File: config.mk
export PLATFORM = sky130hd
export DESIGN_NAME = conv_job_controller
export DESIGN_NICKNAME = d
export VERILOG_FILES = /design/src/rtl/conv_pkg.sv /design/src/rtl/conv_load_regfile.sv /design/src/rtl/conv_job_controller.sv
export SDC_FILE = /design/constraint.sdc
export NUM_CORES = 1
export LEC_CHECK = 0
export ABC_CLOCK_PERIOD_IN_PS = 2600
export BUFFER_PORTS_ARGS = -buffer_cell sky130_fd_sc_hd__buf_2
export CAP_MARGIN = 30
export CORE_MARGIN = 2
export CORE_UTILIZATION = 35
export DETAILED_ROUTE_END_ITERATION = 7
export PLACE_DENSITY = 0.61
export SETUP_SLACK_MARGIN = 0.4
export SYNTH_ARGS = -nofsm -noshare
export SYNTH_HDL_FRONTEND = slang
export SYNTH_SLANG_ARGS = --single-unit
File: constraint.sdc
create_clock -name clk -period 2.6 [get_ports clk]
set_input_delay 0.13 -clock clk [delete_from_list [all_inputs] [get_ports clk]]
set_output_delay 0.13 -clock clk [all_outputs]
set_load 0.01 [all_outputs]
File: src/rtl/conv_pkg.sv
// ---------------------------------------------------------------------------
// conv_pkg
//   Shared types and sizes for the conv_job_controller slice.
//   - state_e : job sequencer states
//   - mode_e  : job mode as carried on cmd_mode
//   - N_A/N_B : byte counts of the 4x4 A and 3x3 B operands
//   - LOAD_BYTES : total bytes streamed in per job (A then B)
//   - N_C     : result bytes streamed out per job
// ---------------------------------------------------------------------------
package conv_pkg;

    localparam int unsigned N_A        = 16;
    localparam int unsigned N_B        = 9;
    localparam int unsigned LOAD_BYTES = N_A + N_B;
    localparam int unsigned N_C        = 4;

    typedef enum logic [2:0] {
        IDLE,
        LOAD,
        STORE,
        RUN,
        WAIT_C,
        OUT
    } state_e;

    typedef enum logic [1:0] {
        MODE_STORE  = 2'd0,
        MODE_SINGLE = 2'd1,
        MODE_SA3    = 2'd2,
        MODE_SA2    = 2'd3
    } mode_e;

endpackage

File: src/rtl/conv_load_regfile.sv
// ---------------------------------------------------------------------------
// conv_load_regfile
//   25 x 8-bit operand store filled sequentially from the load byte stream.
//   Bytes 0..15 are A (row-major), bytes 16..24 are B (row-major).
//   Contents persist until overwritten by the next job's load; only reset
//   clears them.
// Ports
//   clk        in   clock, rising edge
//   rst_n      in   asynchronous active-low reset
//   i_clear    in   rewind the write pointer to byte 0 (new job accepted)
//   i_wr_en    in   write i_wr_data at the pointer and advance
//   i_wr_data  in   8-bit load byte
//   o_last     out  pointer is at the final byte (index LOAD_BYTES-1)
//   o_a_flat   out  A bytes, a(r,c) at [8k+7:8k], k=(r-1)*4+(c-1)
//   o_b_flat   out  B bytes, b(r,c) at [8k+7:8k], k=(r-1)*3+(c-1)
// ---------------------------------------------------------------------------
module conv_load_regfile
    import conv_pkg::*;
(
    input  logic               clk,
    input  logic               rst_n,
    input  logic               i_clear,
    input  logic               i_wr_en,
    input  logic [7:0]         i_wr_data,
    output logic               o_last,
    output logic [8*N_A-1:0]   o_a_flat,
    output logic [8*N_B-1:0]   o_b_flat
);

    localparam int unsigned PTR_W = $clog2(LOAD_BYTES);

    logic [7:0]       r_mem [LOAD_BYTES];
    logic [PTR_W-1:0] r_ptr;

    assign o_last = (r_ptr == PTR_W'(LOAD_BYTES - 1));

    always_ff @(posedge clk or negedge rst_n) begin
        if (!rst_n) begin
            r_ptr <= '0;
            for (int unsigned k = 0; k < LOAD_BYTES; k++) begin
                r_mem[k] <= '0;
            end
        end else begin
            if (i_clear) begin
                r_ptr <= '0;
            end else if (i_wr_en) begin
                r_mem[r_ptr] <= i_wr_data;
                // Pointer parks on the last byte; the controller leaves LOAD there.
                if (!o_last) begin
                    r_ptr <= r_ptr + 1'b1;
                end
            end
        end
    end

    always_comb begin
        o_a_flat = '0;
        o_b_flat = '0;
        for (int unsigned k = 0; k < N_A; k++) begin
            o_a_flat[8*k +: 8] = r_mem[k];
        end
        for (int unsigned k = 0; k < N_B; k++) begin
            o_b_flat[8*k +: 8] = r_mem[N_A + k];
        end
    end

endmodule

File: src/rtl/conv_job_controller.sv
// ---------------------------------------------------------------------------
// conv_job_controller
//   Job sequencer for the convolution compute datapath (4x4 A, 3x3 B ->
//   2x2 C, 8-bit). Accepts a job command, loads A/B from a byte stream,
//   requests a store, then the selected run, waits for the result and
//   streams c11, c12, c21, c22 out.
//
// Build option
//   CONV_TIMEOUT_EN : when defined, a watchdog aborts STORE/RUN/WAIT_C after
//                     TIMEOUT_CYCLES cycles without progress and sets the
//                     sticky err_timeout flag. Undefined: waits forever,
//                     err_timeout is constant 0.
//
// Parameters
//   TIMEOUT_CYCLES  watchdog limit in cycles (used with CONV_TIMEOUT_EN)
//
// Ports
//   clk, rst                       clock; asynchronous active-low reset
//   cmd_valid/cmd_ready/cmd_mode   job request (mode 0 store, 1 single,
//                                  2 sa3, 3 sa2); ready only in IDLE
//   in_valid/in_ready/in_data      25 load bytes, A row-major then B
//   a_flat, b_flat                 loaded operands to the datapath
//   active_store/_single/_sa3/_sa2 level requests, at most one high
//   done_store/done_single/
//   single_sa3/single_sa2          acknowledges for the above
//   computation_done, c11..c22     result valid and result bytes
//   out_valid/out_ready/out_data   4 result bytes, c11 first
//   busy                           not IDLE
//   err_timeout                    sticky watchdog flag
// ---------------------------------------------------------------------------
module conv_job_controller
    import conv_pkg::*;
#(
    parameter int unsigned TIMEOUT_CYCLES = 1024
) (
    input  logic               clk,
    input  logic               rst,
    input  logic               cmd_valid,
    output logic               cmd_ready,
    input  logic [1:0]         cmd_mode,
    input  logic               in_valid,
    output logic               in_ready,
    input  logic [7:0]         in_data,
    output logic [8*N_A-1:0]   a_flat,
    output logic [8*N_B-1:0]   b_flat,
    output logic               active_store,
    output logic               active_single,
    output logic               active_sa3,
    output logic               active_sa2,
    input  logic               done_store,
    input  logic               done_single,
    input  logic               single_sa3,
    input  logic               single_sa2,
    input  logic               computation_done,
    input  logic [7:0]         c11,
    input  logic [7:0]         c12,
    input  logic [7:0]         c21,
    input  logic [7:0]         c22,
    output logic               out_valid,
    input  logic               out_ready,
    output logic [7:0]         out_data,
    output logic               busy,
    output logic               err_timeout
);

    state_e              r_state;
    state_e              w_state_adv;
    state_e              w_state_next;
    mode_e               r_mode;
    logic [N_C-1:0][7:0] r_c;
    logic [1:0]          r_out_idx;

    logic w_cmd_fire;
    logic w_in_fire;
    logic w_load_last;
    logic w_run_ack;
    logic w_capture;
    logic w_to_hit;

    assign w_cmd_fire = cmd_valid && (r_state == IDLE);
    assign w_in_fire  = in_valid && (r_state == LOAD);

    conv_load_regfile u_load_regfile (
        .clk       (clk),
        .rst_n     (rst),
        .i_clear   (w_cmd_fire),
        .i_wr_en   (w_in_fire),
        .i_wr_data (in_data),
        .o_last    (w_load_last),
        .o_a_flat  (a_flat),
        .o_b_flat  (b_flat)
    );

    // Only the ack belonging to the latched mode can end RUN.
    always_comb begin
        w_run_ack = 1'b0;
        case (r_mode)
            MODE_SINGLE: w_run_ack = done_single;
            MODE_SA3:    w_run_ack = single_sa3;
            MODE_SA2:    w_run_ack = single_sa2;
            default:     w_run_ack = 1'b0;
        endcase
    end

    // Natural next state (no watchdog) and result capture strobe.
    always_comb begin
        w_state_adv = r_state;
        w_capture   = 1'b0;
        case (r_state)
            IDLE: begin
                if (cmd_valid) begin
                    w_state_adv = LOAD;
                end
            end
            LOAD: begin
                if (w_in_fire && w_load_last) begin
                    w_state_adv = STORE;
                end
            end
            STORE: begin
                if (done_store) begin
                    w_state_adv = (r_mode == MODE_STORE) ? IDLE : RUN;
                end
            end
            RUN: begin
                if (w_run_ack) begin
                    if (computation_done) begin
                        w_capture   = 1'b1;
                        w_state_adv = OUT;
                    end else begin
                        w_state_adv = WAIT_C;
                    end
                end
            end
            WAIT_C: begin
                if (computation_done) begin
                    w_capture   = 1'b1;
                    w_state_adv = OUT;
                end
            end
            OUT: begin
                if (out_ready && (r_out_idx == 2'(N_C - 1))) begin
                    w_state_adv = IDLE;
                end
            end
            default: w_state_adv = IDLE;
        endcase
    end

`ifdef CONV_TIMEOUT_EN
    localparam int unsigned TO_W = $clog2(TIMEOUT_CYCLES + 1);

    logic [TO_W-1:0] r_to_cnt;
    logic            r_err;
    logic            w_waiting;

    assign w_waiting = (r_state == STORE) || (r_state == RUN) || (r_state == WAIT_C);
    // The watchdog only fires when the waiting state would otherwise hold.
    assign w_to_hit  = w_waiting && (w_state_adv == r_state)
                       && (r_to_cnt == TO_W'(TIMEOUT_CYCLES - 1));

    always_ff @(posedge clk or negedge rst) begin
        if (!rst) begin
            r_to_cnt <= '0;
            r_err    <= 1'b0;
        end else begin
            if (w_state_next != r_state) begin
                r_to_cnt <= '0;
            end else if (w_waiting) begin
                r_to_cnt <= r_to_cnt + 1'b1;
            end
            if (w_cmd_fire) begin
                r_err <= 1'b0;
            end else if (w_to_hit) begin
                r_err <= 1'b1;
            end
        end
    end

    assign err_timeout = r_err;
`else
    assign w_to_hit    = 1'b0;
    assign err_timeout = 1'b0;

    // Parameter stays in the interface so overrides are legal in both builds.
    if (TIMEOUT_CYCLES == 0) begin : g_timeout_param_unused
    end
`endif

    assign w_state_next = w_to_hit ? IDLE : w_state_adv;

    always_ff @(posedge clk or negedge rst) begin
        if (!rst) begin
            r_state <= IDLE;
        end else begin
            r_state <= w_state_next;
        end
    end

    always_ff @(posedge clk or negedge rst) begin
        if (!rst) begin
            r_mode    <= MODE_STORE;
            r_c       <= '0;
            r_out_idx <= '0;
        end else begin
            if (w_cmd_fire) begin
                r_mode <= mode_e'(cmd_mode);
            end
            if (w_capture) begin
                r_c       <= {c22, c21, c12, c11};
                r_out_idx <= '0;
            end else if ((r_state == OUT) && out_ready) begin
                r_out_idx <= r_out_idx + 1'b1;
            end
        end
    end

    // Outputs decode the state register only, so requests change exactly on
    // state transitions and drop with an asynchronous reset.
    always_comb begin
        cmd_ready     = 1'b0;
        in_ready      = 1'b0;
        active_store  = 1'b0;
        active_single = 1'b0;
        active_sa3    = 1'b0;
        active_sa2    = 1'b0;
        out_valid     = 1'b0;
        busy          = 1'b1;
        case (r_state)
            IDLE: begin
                cmd_ready = 1'b1;
                busy      = 1'b0;
            end
            LOAD:  in_ready     = 1'b1;
            STORE: active_store = 1'b1;
            RUN: begin
                case (r_mode)
                    MODE_SINGLE: active_single = 1'b1;
                    MODE_SA3:    active_sa3    = 1'b1;
                    MODE_SA2:    active_sa2    = 1'b1;
                    default:     ;
                endcase
            end
            OUT:     out_valid = 1'b1;
            default: ;
        endcase
    end

    assign out_data = r_c[r_out_idx];

endmodule

==> results.sh <==
export IMPL_status="complete, no violations"
export IMPL_yosys_warnings=0
export IMPL_ant_nets=0
export IMPL_p_per_area_nw_per_um2=905
export IMPL_cts_inserted_buffers=28
export IMPL_critPathArrivalTime_ns=2.43
export IMPL_p_leak_nw=7.14
export IMPL_crit_path_end_kind="register"
export IMPL_wl_mm=25.6
export IMPL_syn_avg_cell_area_sq_um=15.8
export IMPL_synthesis_nets=688
export IMPL_ios=269
export IMPL_drive_gt1_frac=0.622
export IMPL_critPathRequiredTime_ns=3.01
export IMPL_grtUsageTotal=0.171
export IMPL_antenna_found_initial=1
export IMPL_routedLengthMet1_mm=11.5
export IMPL_worstPathMaxFanout=13
export IMPL_h_tree_depth=1
export IMPL_synth_seq_cells=244
export IMPL_drv_slew=0
export IMPL_rsz0062_at_grt="no"
export IMPL_gp_congestion=0.792
export IMPL_hpwl_mm=17.3
export IMPL_num_vias=6385
export IMPL_yosys_cell_types_count=44
export IMPL_period_share=0.776
export IMPL_slew_headroom=0.493
export IMPL_synth_area_leaders="dfrtp_1 (61%), mux2_2 (23%), mux2_4 (4.2%)"
export IMPL_cts_tree="built"
export IMPL_synth_top_area_share=0.614
export IMPL_setup_tns_ns=0
export IMPL_met2_length_mm=11.7
export IMPL_post_cts_setup_buffer_count=0
export IMPL_top_layer="met4"
export IMPL_synth_edf_count=0
export IMPL_cp_start_kind="register"
export IMPL_skew_ns=0.0148
export IMPL_async_reset_ff_frac=1.00
export IMPL_post_route_drc_count=0
export IMPL_irDropWorstVdd_uv=770
export IMPL_setup_viol=0
export IMPL_numPortBuffers=267
export IMPL_clock_path_buffers=3
export IMPL_finalNetCount=991
export IMPL_wl_met3_mm=1.83
export IMPL_routedWlPerCell_um=19.2
export IMPL_antennaDiodeCount=0
export IMPL_hold_viol_final=0
export IMPL_area_growth_pct=30.8
export IMPL_ys_flop_type="dfrtp_1"
export IMPL_grt_max_degree=107
export IMPL_clock_latency_ns=0.53
export IMPL_grt_pass1_vias=6675
export IMPL_avgViaCountPerCell=4.79
export IMPL_drtIter0Drc=198
export IMPL_syn_inst=631
export IMPL_cts_sinks=244
export IMPL_tightest_slew_ns=0.759
export IMPL_firstDrtPassIters=4
export IMPL_post_route_min_period_ns=2.02
export IMPL_core_area_sq_um=27900
export IMPL_hp_class="in -> reg"
export IMPL_fmax_mhz=496
export IMPL_cts_root_buf="clkbuf_16"
export IMPL_die_x_um=173
export IMPL_yosysSeqAreaShare=0.614
export IMPL_initial_core_util=0.357
export IMPL_crit_type="reg -> reg"
export IMPL_synth_area_sq_um=9940
export IMPL_core_rowCount=61
export IMPL_maxCapViolCount=0
export IMPL_dieArea_sq_um=29800
export IMPL_clk_pin_slew_ns=0.06
export IMPL_grt_pass1_wl_mm=40.2
export IMPL_synth_area_leader_cell="dfrtp_1"
export IMPL_overflow=0
export IMPL_final_util=0.467
export IMPL_die_y_um=173
## Yosys cell counts, types with 2 or more instances
cell type and count:
a2111oi_0 2, a211o_1 2, a21oi_1 3, and2_1 8
and3_1 3, and3b_1 3, buf_2 6, buf_4 5
buf_6 3, clkbuf_1 23, dfrtp_1 244, ha_1 5
inv_1 5, mux2_1 4, mux2_2 204, mux2_4 28
mux4_2 8, nand2_1 10, nand2_2 23, nand3_1 2
nor2_1 8, nor3_1 4, nor3b_1 4, o21ai_0 2
xnor2_1 2, xor2_1 2
## report_power, final
part / switching (mW) / leakage (nW) / internal (mW)
logic: 1.31 / 3.37 / 1.53
clock network: 1.54 / 0.477 / 2.43
registers: 0.467 / 3.29 / 4.48
## timing repair
item / 4_1_cts / 5_1_grt
endpoints found under the setup margin: 2 / 120
hold buffers: 36 / 0
resized for setup: 1 / 4
endpoints found under the hold margin: 87 / 0
## through the flow
stage                     std cells  hold WS, ns  worst slack [ns]  total power, mW  area (sq um)
after CTS                      1334       0.0262             0.402             11.9         13000
final                          1334       0.0557             0.583             11.8         13000
after detailed placement       1246       0.0882             0.366             7.84         11700
after global routing           1334       0.0521             0.435             12.4         13000
after floorplan                 631       -0.166             0.753             6.77          9940
after global placement         1246       0.0857             0.434             7.76         11700
## worst paths after layout
| path | startpoint | to | slack [ns] | cells past startpoint |
|---|---|---|---|---|
| worst max register to register | r_state[0] | u_load_regfile.o_a_flat[6] | 0.58 | 5 |
| worst min register to register | u_load_regfile.o_a_flat[7] | u_load_regfile.o_a_flat[7] | 0.48 | 1 |
| worst max-delay path | r_state[0] | u_load_regfile.o_a_flat[6] | 0.58 | 5 |
| max in group asynchronous | rst | r_c[4] | 1.51 | 3 |
| worst min-delay path | out_ready | r_out_idx[0] | 0.06 | 4 |
| min in group asynchronous | rst | u_load_regfile.o_a_flat[102] | 0.12 | 2 |
## registers in the layout, summed over array words and instances, names as in the netlist
signal / count
r_c: 32
u_load_regfile.o_a_flat: 128
r_state: 3
u_load_regfile.o_b_flat: 72
r_out_idx: 2
u_load_regfile.r_ptr: 5
r_mode: 2
## cell families (layout without fill, tap and decap cells)
kind of cell             after synthesis  after routing  share of synthesized area
multiplexers                         246            246                      0.298
flip-flops                           244            244                      0.614
AND/OR/NAND/NOR                       72             72                     0.0423
buffers and inverters                 43            368                     0.0211
AO/OA/AOI/OAI                         16             16                     0.0137
adder cells (fa/ha/maj)                5              5                    0.00629
XOR/XNOR                               4              4                    0.00352
other                                  1              1                   0.000377
## final cells by class
cell class	count	area (sq um)
clock inverter	13	126
tap	378	473
clock buffer	39	833
multi-input combinational	344	3640
timing repair buffer	311	1800
inverter	5	18.8
sequential	244	6110
fill	2513	14900
## worst max-delay path, cell delays in order (launching register included)
cell and delay [ns]:
dfrtp_1 0.54, nor4bb_1 0.25, buf_4 0.20, and2_2 0.29
nand2_2 0.22, mux2_1 0.38
## per-layer routing
layer | up-vias | GRT usage
li1 | 2854 | -
met1 | 3268 | 0.232
met2 | 224 | 0.273
met3 | 39 | 0.0444
met4 | 0 | 0.0445
met5 | - | 0
## cells in the final DEF (no fill, tap or decap), drive strengths merged
cell type / count
mux2: 236
xnor2: 2
nor2: 8
nor3: 4
xor2: 2
and4b: 1
o2bb2ai: 1
clkinvlp: 2
nand4: 1
a2111oi: 3
mux4: 8
o22a: 1
a211oi: 1
inv: 6
a21oi: 3
conb: 1
bufinv: 2
and3: 3
buf: 275
and3b: 3
nand3: 2
clkbuf: 39
o21bai: 1
nor2b: 1
or3: 1
mux2i: 2
clkinv: 8
nand4b: 1
nand2: 33
ha: 5
dfrtp: 244
o21ai: 3
a211o: 2
nor4bb: 1
dlygate4sd3: 36
o31ai: 1
and2: 8
nor3b: 4
nand2b: 1
Note: power is estimated with default switching activity, not from simulation.
